===== config.mk =====
export PLATFORM = sky130hd
export DESIGN_NAME = sram_arbiter_flat
export DESIGN_NICKNAME = d
export VERILOG_FILES = /design/src/rtl/sram_arbiter_if.sv /design/src/rtl/sram_arbiter.sv /design/src/flat_wrapper.sv
export SDC_FILE = /design/constraint.sdc
export NUM_CORES = 1
export LEC_CHECK = 0
export ABC_AREA = 1
export BUFFER_PORTS_ARGS = -buffer_cell sky130_fd_sc_hd__buf_2
export CORE_ASPECT_RATIO = 1.75
export CORE_UTILIZATION = 53
export CTS_BUF_LIST = sky130_fd_sc_hd__clkbuf_8
export CTS_CLUSTER_DIAMETER = 100
export DETAILED_ROUTE_END_ITERATION = 10
export PLACE_DENSITY = 0.95
export SLEW_MARGIN = 20
export SYNTH_ARGS = -nofsm -noshare
export SYNTH_HDL_FRONTEND = slang
export SYNTH_SLANG_ARGS = --single-unit

===== constraint.sdc =====
create_clock -name clk -period 3.7 [get_ports clk]
set_clock_uncertainty 0.2 [all_clocks]
set_input_delay 0.555 -clock clk [delete_from_list [all_inputs] [get_ports clk]]
set_output_delay 0.555 -clock clk [all_outputs]
set_load 0.01 [all_outputs]

===== src/rtl/sram_arbiter_if.sv =====
// Bus bundle for sram_arbiter: two requester ports plus the shared SRAM controller
// command interface. The master modport is the arbiter side, slave is the environment.
interface sram_arbiter_if #(
    parameter int AW = 20,
    parameter int DW = 8
);
    // Port 0: high-priority video fetch
    logic          req0;
    logic          rw0;
    logic [AW-1:0] addr0;
    logic [DW-1:0] wdata0;
    logic          gnt0;
    logic          rvalid0;

    // Port 1: general-purpose path
    logic          req1;
    logic          rw1;
    logic [AW-1:0] addr1;
    logic [DW-1:0] wdata1;
    logic          gnt1;
    logic          rvalid1;

    // Shared read data, qualified by rvalid0/rvalid1
    logic [DW-1:0] rdata;

    // SRAM controller command interface
    logic          mem;
    logic          rw;
    logic          ready;
    logic [AW-1:0] sram_addr;
    logic [DW-1:0] data2ram;
    logic [DW-1:0] data2fpga;

    modport master (
        input  req0, rw0, addr0, wdata0,
        input  req1, rw1, addr1, wdata1,
        input  ready, data2fpga,
        output gnt0, rvalid0, gnt1, rvalid1, rdata,
        output mem, rw, sram_addr, data2ram
    );

    modport slave (
        output req0, rw0, addr0, wdata0,
        output req1, rw1, addr1, wdata1,
        output ready, data2fpga,
        input  gnt0, rvalid0, gnt1, rvalid1, rdata,
        input  mem, rw, sram_addr, data2ram
    );
endinterface


===== src/rtl/sram_arbiter.sv =====
// Two-port arbiter in front of the single NTSC shield SRAM controller; port 0 has
// priority, port 1 starvation is bounded by MAX_WAIT. Optional counters: SRAM_ARB_STATS_EN.
module sram_arbiter #(
    parameter int AW       = 20,
    parameter int DW       = 8,
    parameter int MAX_WAIT = 4
) (
    input  logic           clk,
    input  logic           rst,
    sram_arbiter_if.master bus
`ifdef SRAM_ARB_STATS_EN
    ,
    output logic [15:0]    gnt_cnt0,
    output logic [15:0]    gnt_cnt1,
    output logic [15:0]    stall_cnt
`endif
);

    localparam logic [1:0] S_IDLE  = 2'd0;
    localparam logic [1:0] S_ISSUE = 2'd1;
    localparam logic [1:0] S_BUSY  = 2'd2;

    localparam logic [3:0] MAX_WAIT_C = 4'(MAX_WAIT);

    logic [1:0]    state_q,   state_d;
    logic          owner_q,   owner_d;
    logic [3:0]    wait_cnt_q, wait_cnt_d;
    logic          mem_q,     mem_d;
    logic          rw_q,      rw_d;
    logic [AW-1:0] addr_q,    addr_d;
    logic [DW-1:0] wdata_q,   wdata_d;
    logic          gnt0_q,    gnt0_d;
    logic          gnt1_q,    gnt1_d;
    logic          rvalid0_q, rvalid0_d;
    logic          rvalid1_q, rvalid1_d;
    logic [DW-1:0] rdata_q,   rdata_d;

    logic          pick1;
    logic          sel_rw;

    // Port 1 wins when alone, or when port 0 has used up its consecutive-grant allowance.
    always_comb begin
        // NOTE: every variable gets a default before the case so no path can infer a latch.
        state_d    = state_q;
        owner_d    = owner_q;
        wait_cnt_d = wait_cnt_q;
        mem_d      = 1'b0;
        rw_d       = rw_q;
        addr_d     = addr_q;
        wdata_d    = wdata_q;
        gnt0_d     = 1'b0;
        gnt1_d     = 1'b0;
        rvalid0_d  = 1'b0;
        rvalid1_d  = 1'b0;
        rdata_d    = rdata_q;
        pick1      = bus.req1 && (!bus.req0 || (wait_cnt_q == MAX_WAIT_C));
        sel_rw     = pick1 ? bus.rw1 : bus.rw0;

        case (state_q)
            S_IDLE: begin
                if (bus.ready && (bus.req0 || bus.req1)) begin
                    owner_d = pick1;
                    rw_d    = sel_rw;
                    addr_d  = pick1 ? bus.addr1 : bus.addr0;
                    wdata_d = sel_rw ? '0 : (pick1 ? bus.wdata1 : bus.wdata0);
                    mem_d   = 1'b1;
                    gnt0_d  = !pick1;
                    gnt1_d  = pick1;
                    state_d = S_ISSUE;
                    if (pick1 || !bus.req1) begin
                        wait_cnt_d = '0;
                    end else if (wait_cnt_q < MAX_WAIT_C) begin
                        wait_cnt_d = wait_cnt_q + 4'd1;
                    end
                end
            end

            // The controller accepts the command this cycle; ready is not consulted here.
            S_ISSUE: begin
                state_d = S_BUSY;
            end

            S_BUSY: begin
                if (bus.ready) begin
                    if (rw_q) begin
                        rdata_d   = bus.data2fpga;
                        rvalid0_d = !owner_q;
                        rvalid1_d = owner_q;
                    end
                    state_d = S_IDLE;
                end
            end

            default: begin
                state_d    = S_IDLE;
                owner_d    = 1'b0;
                wait_cnt_d = '0;
                rw_d       = 1'b1;
                addr_d     = '0;
                wdata_d    = '0;
                rdata_d    = '0;
            end
        endcase
    end

    // NOTE: sequential state uses non-blocking assignments so every flop samples pre-edge values.
    always_ff @(posedge clk or posedge rst) begin
        if (rst) begin
            state_q    <= S_IDLE;
            owner_q    <= 1'b0;
            wait_cnt_q <= '0;
            mem_q      <= 1'b0;
            rw_q       <= 1'b1;
            addr_q     <= '0;
            wdata_q    <= '0;
            gnt0_q     <= 1'b0;
            gnt1_q     <= 1'b0;
            rvalid0_q  <= 1'b0;
            rvalid1_q  <= 1'b0;
            rdata_q    <= '0;
        end else begin
            state_q    <= state_d;
            owner_q    <= owner_d;
            wait_cnt_q <= wait_cnt_d;
            mem_q      <= mem_d;
            rw_q       <= rw_d;
            addr_q     <= addr_d;
            wdata_q    <= wdata_d;
            gnt0_q     <= gnt0_d;
            gnt1_q     <= gnt1_d;
            rvalid0_q  <= rvalid0_d;
            rvalid1_q  <= rvalid1_d;
            rdata_q    <= rdata_d;
        end
    end

    assign bus.mem       = mem_q;
    assign bus.rw        = rw_q;
    assign bus.sram_addr = addr_q;
    assign bus.data2ram  = wdata_q;
    assign bus.gnt0      = gnt0_q;
    assign bus.gnt1      = gnt1_q;
    assign bus.rvalid0   = rvalid0_q;
    assign bus.rvalid1   = rvalid1_q;
    assign bus.rdata     = rdata_q;

`ifdef SRAM_ARB_STATS_EN
    logic [15:0] gnt_cnt0_q,  gnt_cnt0_d;
    logic [15:0] gnt_cnt1_q,  gnt_cnt1_d;
    logic [15:0] stall_cnt_q, stall_cnt_d;
    logic        stalled;

    // Saturating counters; a stall is any pending request the arbiter cannot act on now.
    always_comb begin
        stalled     = (bus.req0 || bus.req1) && ((state_q != S_IDLE) || !bus.ready);
        gnt_cnt0_d  = gnt_cnt0_q;
        gnt_cnt1_d  = gnt_cnt1_q;
        stall_cnt_d = stall_cnt_q;
        if (gnt0_q && (gnt_cnt0_q != 16'hFFFF)) gnt_cnt0_d = gnt_cnt0_q + 16'd1;
        if (gnt1_q && (gnt_cnt1_q != 16'hFFFF)) gnt_cnt1_d = gnt_cnt1_q + 16'd1;
        if (stalled && (stall_cnt_q != 16'hFFFF)) stall_cnt_d = stall_cnt_q + 16'd1;
    end

    always_ff @(posedge clk or posedge rst) begin
        if (rst) begin
            gnt_cnt0_q  <= '0;
            gnt_cnt1_q  <= '0;
            stall_cnt_q <= '0;
        end else begin
            gnt_cnt0_q  <= gnt_cnt0_d;
            gnt_cnt1_q  <= gnt_cnt1_d;
            stall_cnt_q <= stall_cnt_d;
        end
    end

    assign gnt_cnt0  = gnt_cnt0_q;
    assign gnt_cnt1  = gnt_cnt1_q;
    assign stall_cnt = stall_cnt_q;
`endif

endmodule


===== src/flat_wrapper.sv =====
// flat-port wrapper written by rule: the top's interface ports become plain ports
module sram_arbiter_flat 
#(
    parameter int AW       = 20,
    parameter int DW       = 8,
    parameter int MAX_WAIT = 4
)
  (clk, rst, bus_req0, bus_rw0, bus_addr0, bus_wdata0, bus_req1, bus_rw1, bus_addr1, bus_wdata1, bus_ready, bus_data2fpga, bus_gnt0, bus_rvalid0, bus_gnt1, bus_rvalid1, bus_rdata, bus_mem, bus_rw, bus_sram_addr, bus_data2ram);
  sram_arbiter_if #(.AW(AW), .DW(DW)) bus_i ();
  input  logic clk;
  input  logic rst;
  input wire logic [$bits(bus_i.req0)-1:0] bus_req0;
  input wire logic [$bits(bus_i.rw0)-1:0] bus_rw0;
  input wire logic [$bits(bus_i.addr0)-1:0] bus_addr0;
  input wire logic [$bits(bus_i.wdata0)-1:0] bus_wdata0;
  input wire logic [$bits(bus_i.req1)-1:0] bus_req1;
  input wire logic [$bits(bus_i.rw1)-1:0] bus_rw1;
  input wire logic [$bits(bus_i.addr1)-1:0] bus_addr1;
  input wire logic [$bits(bus_i.wdata1)-1:0] bus_wdata1;
  input wire logic [$bits(bus_i.ready)-1:0] bus_ready;
  input wire logic [$bits(bus_i.data2fpga)-1:0] bus_data2fpga;
  output wire logic [$bits(bus_i.gnt0)-1:0] bus_gnt0;
  output wire logic [$bits(bus_i.rvalid0)-1:0] bus_rvalid0;
  output wire logic [$bits(bus_i.gnt1)-1:0] bus_gnt1;
  output wire logic [$bits(bus_i.rvalid1)-1:0] bus_rvalid1;
  output wire logic [$bits(bus_i.rdata)-1:0] bus_rdata;
  output wire logic [$bits(bus_i.mem)-1:0] bus_mem;
  output wire logic [$bits(bus_i.rw)-1:0] bus_rw;
  output wire logic [$bits(bus_i.sram_addr)-1:0] bus_sram_addr;
  output wire logic [$bits(bus_i.data2ram)-1:0] bus_data2ram;
  assign bus_i.req0 = bus_req0;
  assign bus_i.rw0 = bus_rw0;
  assign bus_i.addr0 = bus_addr0;
  assign bus_i.wdata0 = bus_wdata0;
  assign bus_i.req1 = bus_req1;
  assign bus_i.rw1 = bus_rw1;
  assign bus_i.addr1 = bus_addr1;
  assign bus_i.wdata1 = bus_wdata1;
  assign bus_i.ready = bus_ready;
  assign bus_i.data2fpga = bus_data2fpga;
  assign bus_gnt0 = bus_i.gnt0;
  assign bus_rvalid0 = bus_i.rvalid0;
  assign bus_gnt1 = bus_i.gnt1;
  assign bus_rvalid1 = bus_i.rvalid1;
  assign bus_rdata = bus_i.rdata;
  assign bus_mem = bus_i.mem;
  assign bus_rw = bus_i.rw;
  assign bus_sram_addr = bus_i.sram_addr;
  assign bus_data2ram = bus_i.data2ram;
  sram_arbiter #(.AW(AW), .DW(DW), .MAX_WAIT(MAX_WAIT)) u_core (.clk(clk), .rst(rst), .bus(bus_i));
endmodule

==> out/results.tsv <==
metric	value	unit
run_status	completed	
vias_per_cell	4.87	
cts_resized	0	
grt_first_pass_wirelength	9.33	mm
numCtsBuffers	5	
netlist_top_cells_area	dfrtp_1 46%, nand2_1 16%, inv_1 7.0%	
crit_slowest_cell	dfrtp_1	
syn_area_per_cell	7.76	um2
clkSlewWorstSetupHoldPaths	80	ps
die_height	95.3	um
rsz0062_at_grt	no	
critPathMaxStageDelay	390	ps
port_buffers	112	
cp_max_fo	20	
cts_tree	done	
cp.arrival	2180	ps
grt_pass1_vias	2210	
drv_slew	0	
die_w	55.3	um
synth_area	2640	um2
wl_per_cell	11.4	um
slew-limit-headroom	0.463	
crit_required	3720	ps
vias	2415	
track_usage	0.225	
postRouteAntennaNets	0	
io_pins	113	
cp_num_buf_inv	1	
ys_ff_latch	49	
drcViolationCount	0	
yosys.cell_types.count	28	
drive_gt1_frac	0.313	
hold_viol_final	0	
tns	0	ps
grt_max_degree	59	
initial_utilization	0.556	
critPathLaunchType	register	
area_growth	22.1	%
ys_warn_count	0	
core	4750	um2
holdWs	179	ps
antenna_found_initial	0	
worst_path_most_repeated_cell	nand2_4	
gp_congestion	0.780	
drv_cap	0	
utilization	0.679	
p_leak	1.92	nW
netlist_instances	340	
die_area	5280	um2
vdd_drop_max	0.000677	V
seq_area_frac_synth	0.465	
p_per_area	695	nW/um2
dr.first_iter.drc_count	126	
htreeDepth	2	
clockBufferDepth	2	
ctsHoldBuffers	0	
rows	33	
hpwl	4.27	mm
nNetsFinal	521	
cts_num_sinks	49	
clk_latency	300	ps
path_cells	inv_1 > ha_1 > nand2_2 > nand2_4 > nand2_4 > nand2_4 > nor2_4 > nand2_1 > o21ai_1	
dr.pass1.iters	4	
cts_setup_buffers	0	
finalCritPeriodShare	0.585	
fin_crit	2160	ps
synth.net_count	417	
cp_top_family	simple AND/OR/NAND/NOR gates	
antennaDiodeCount	0	
root_buffer	clkbuf_8	
synth_top_area_cell	dfrtp_1	
layout_common_cells	112 x nand2_1, 112 x buf_2, 49 x inv_1	
end_kind	register	
hp-class	in -> async	
netlist.area_leader.share	0.455	
tightest_slew	805	ps
grt_overflow_total	0	
drt_wl_total	5.67	mm
path_class	reg -> reg	
max_freq	462	MHz
cp_num_cells	9	
rr_worst_depth	9	
setup_viol	0	
-- through the flow --
stage	total power, mW	setup WS, ps	std cells	cell area [um2]
floorplan	1.68	1770	340	2640
global placement	1.90	1690	489	3130
detailed placement	1.95	1550	489	3130
CTS	2.26	1510	496	3220
global route	2.43	1340	496	3220
finish	2.24	1540	496	3220
-- routing by layer --
metal,vias to the layer above,part of all wire,global-route usage
li1,1222,-,-
met1,1104,0.39,0.232
met2,78,0.55,0.434
met3,11,0.042,0.0502
met4,0,0.022,0.0896
met5,-,0,0
-- Yosys cell counts (all sizes together) --
cell and number:
inv 52, buf 13, nand3 14, dfrtp 48
nor3 1, nor2 43, nand2 118, nand4 1
nor3b 1, a21oi 2, nand3b 1, ha 6
o21ai 36, clkbuf 2, dfstp 1, xnor2 1
-- worst paths after layout --
path	slack, ps	startpoint	endpoint
worst min-delay path	180	rst	u_core.state_q[1]$_DFFE_PP0P_
min in group clk	240	u_core.owner_q$_DFFE_PP0P_	u_core.bus.rvalid0$_DFF_PP0_
worst max register to register	1540	u_core.state_q[0]$_DFFE_PP0P_	u_core.bus.sram_addr[16]$_DFFE_PP0P_
max in group asynchronous	2640	rst	u_core.bus.rvalid0$_DFF_PP0_
worst max-delay path	1540	u_core.state_q[0]$_DFFE_PP0P_	u_core.bus.sram_addr[16]$_DFFE_PP0P_
worst min register to register	240	u_core.owner_q$_DFFE_PP0P_	u_core.bus.rvalid0$_DFF_PP0_
-- cell type report --
class / instances / area (um2)
Fill cell: 414 / 1530
Sequential cell: 49 / 1230
Multi-Input combinational cell: 224 / 1090
Timing Repair Buffer: 112 / 561
Inverter: 52 / 196
Clock buffer: 6 / 82.6
Tap cell: 52 / 65.1
Clock inverter: 1 / 3.75
-- flip-flops by register name (all words and copies together) (netlist names) --
name and count:
u_core.wait_cnt_q 4, u_core.bus.rdata 8, u_core.bus.rw 1, u_core.owner_q 1
u_core.state_q 2, u_core.bus.rvalid1 1, u_core.bus.rvalid0 1, u_core.bus.sram_addr 20
u_core.bus.mem 1, u_core.bus.gnt0 1, u_core.bus.gnt1 1, u_core.bus.data2ram 8
-- cell families (layout without fill, tap and decap cells) --
family | count (synthesis) | in the layout | synth area share
fa+ha+maj | 6 | 6 | 0.0284
xor+xnor | 1 | 1 | 0.00332
flops | 49 | 49 | 0.465
compound gates | 38 | 38 | 0.0835
simple gates | 179 | 179 | 0.296
buf+inv | 67 | 171 | 0.123
-- report_power, final --
part | switching (mW) | leakage [nW] | internal, mW | total [mW]
clock | 0.162 | 0.0485 | 0.146 | 0.308
sequential | 0.104 | 0.650 | 0.740 | 0.844
combinational | 0.704 | 1.22 | 0.384 | 1.09
-- worst register-to-register path, cell delays in order, from the launching register on --
cell	delay, ps
dfrtp_1	390
inv_1	90
ha_1	360
nand2_2	160
nand2_4	70
nand2_4	90
nand2_4	80
nor2_4	370
nand2_1	110
o21ai_1	160
(Power assumes the default switching activity.)
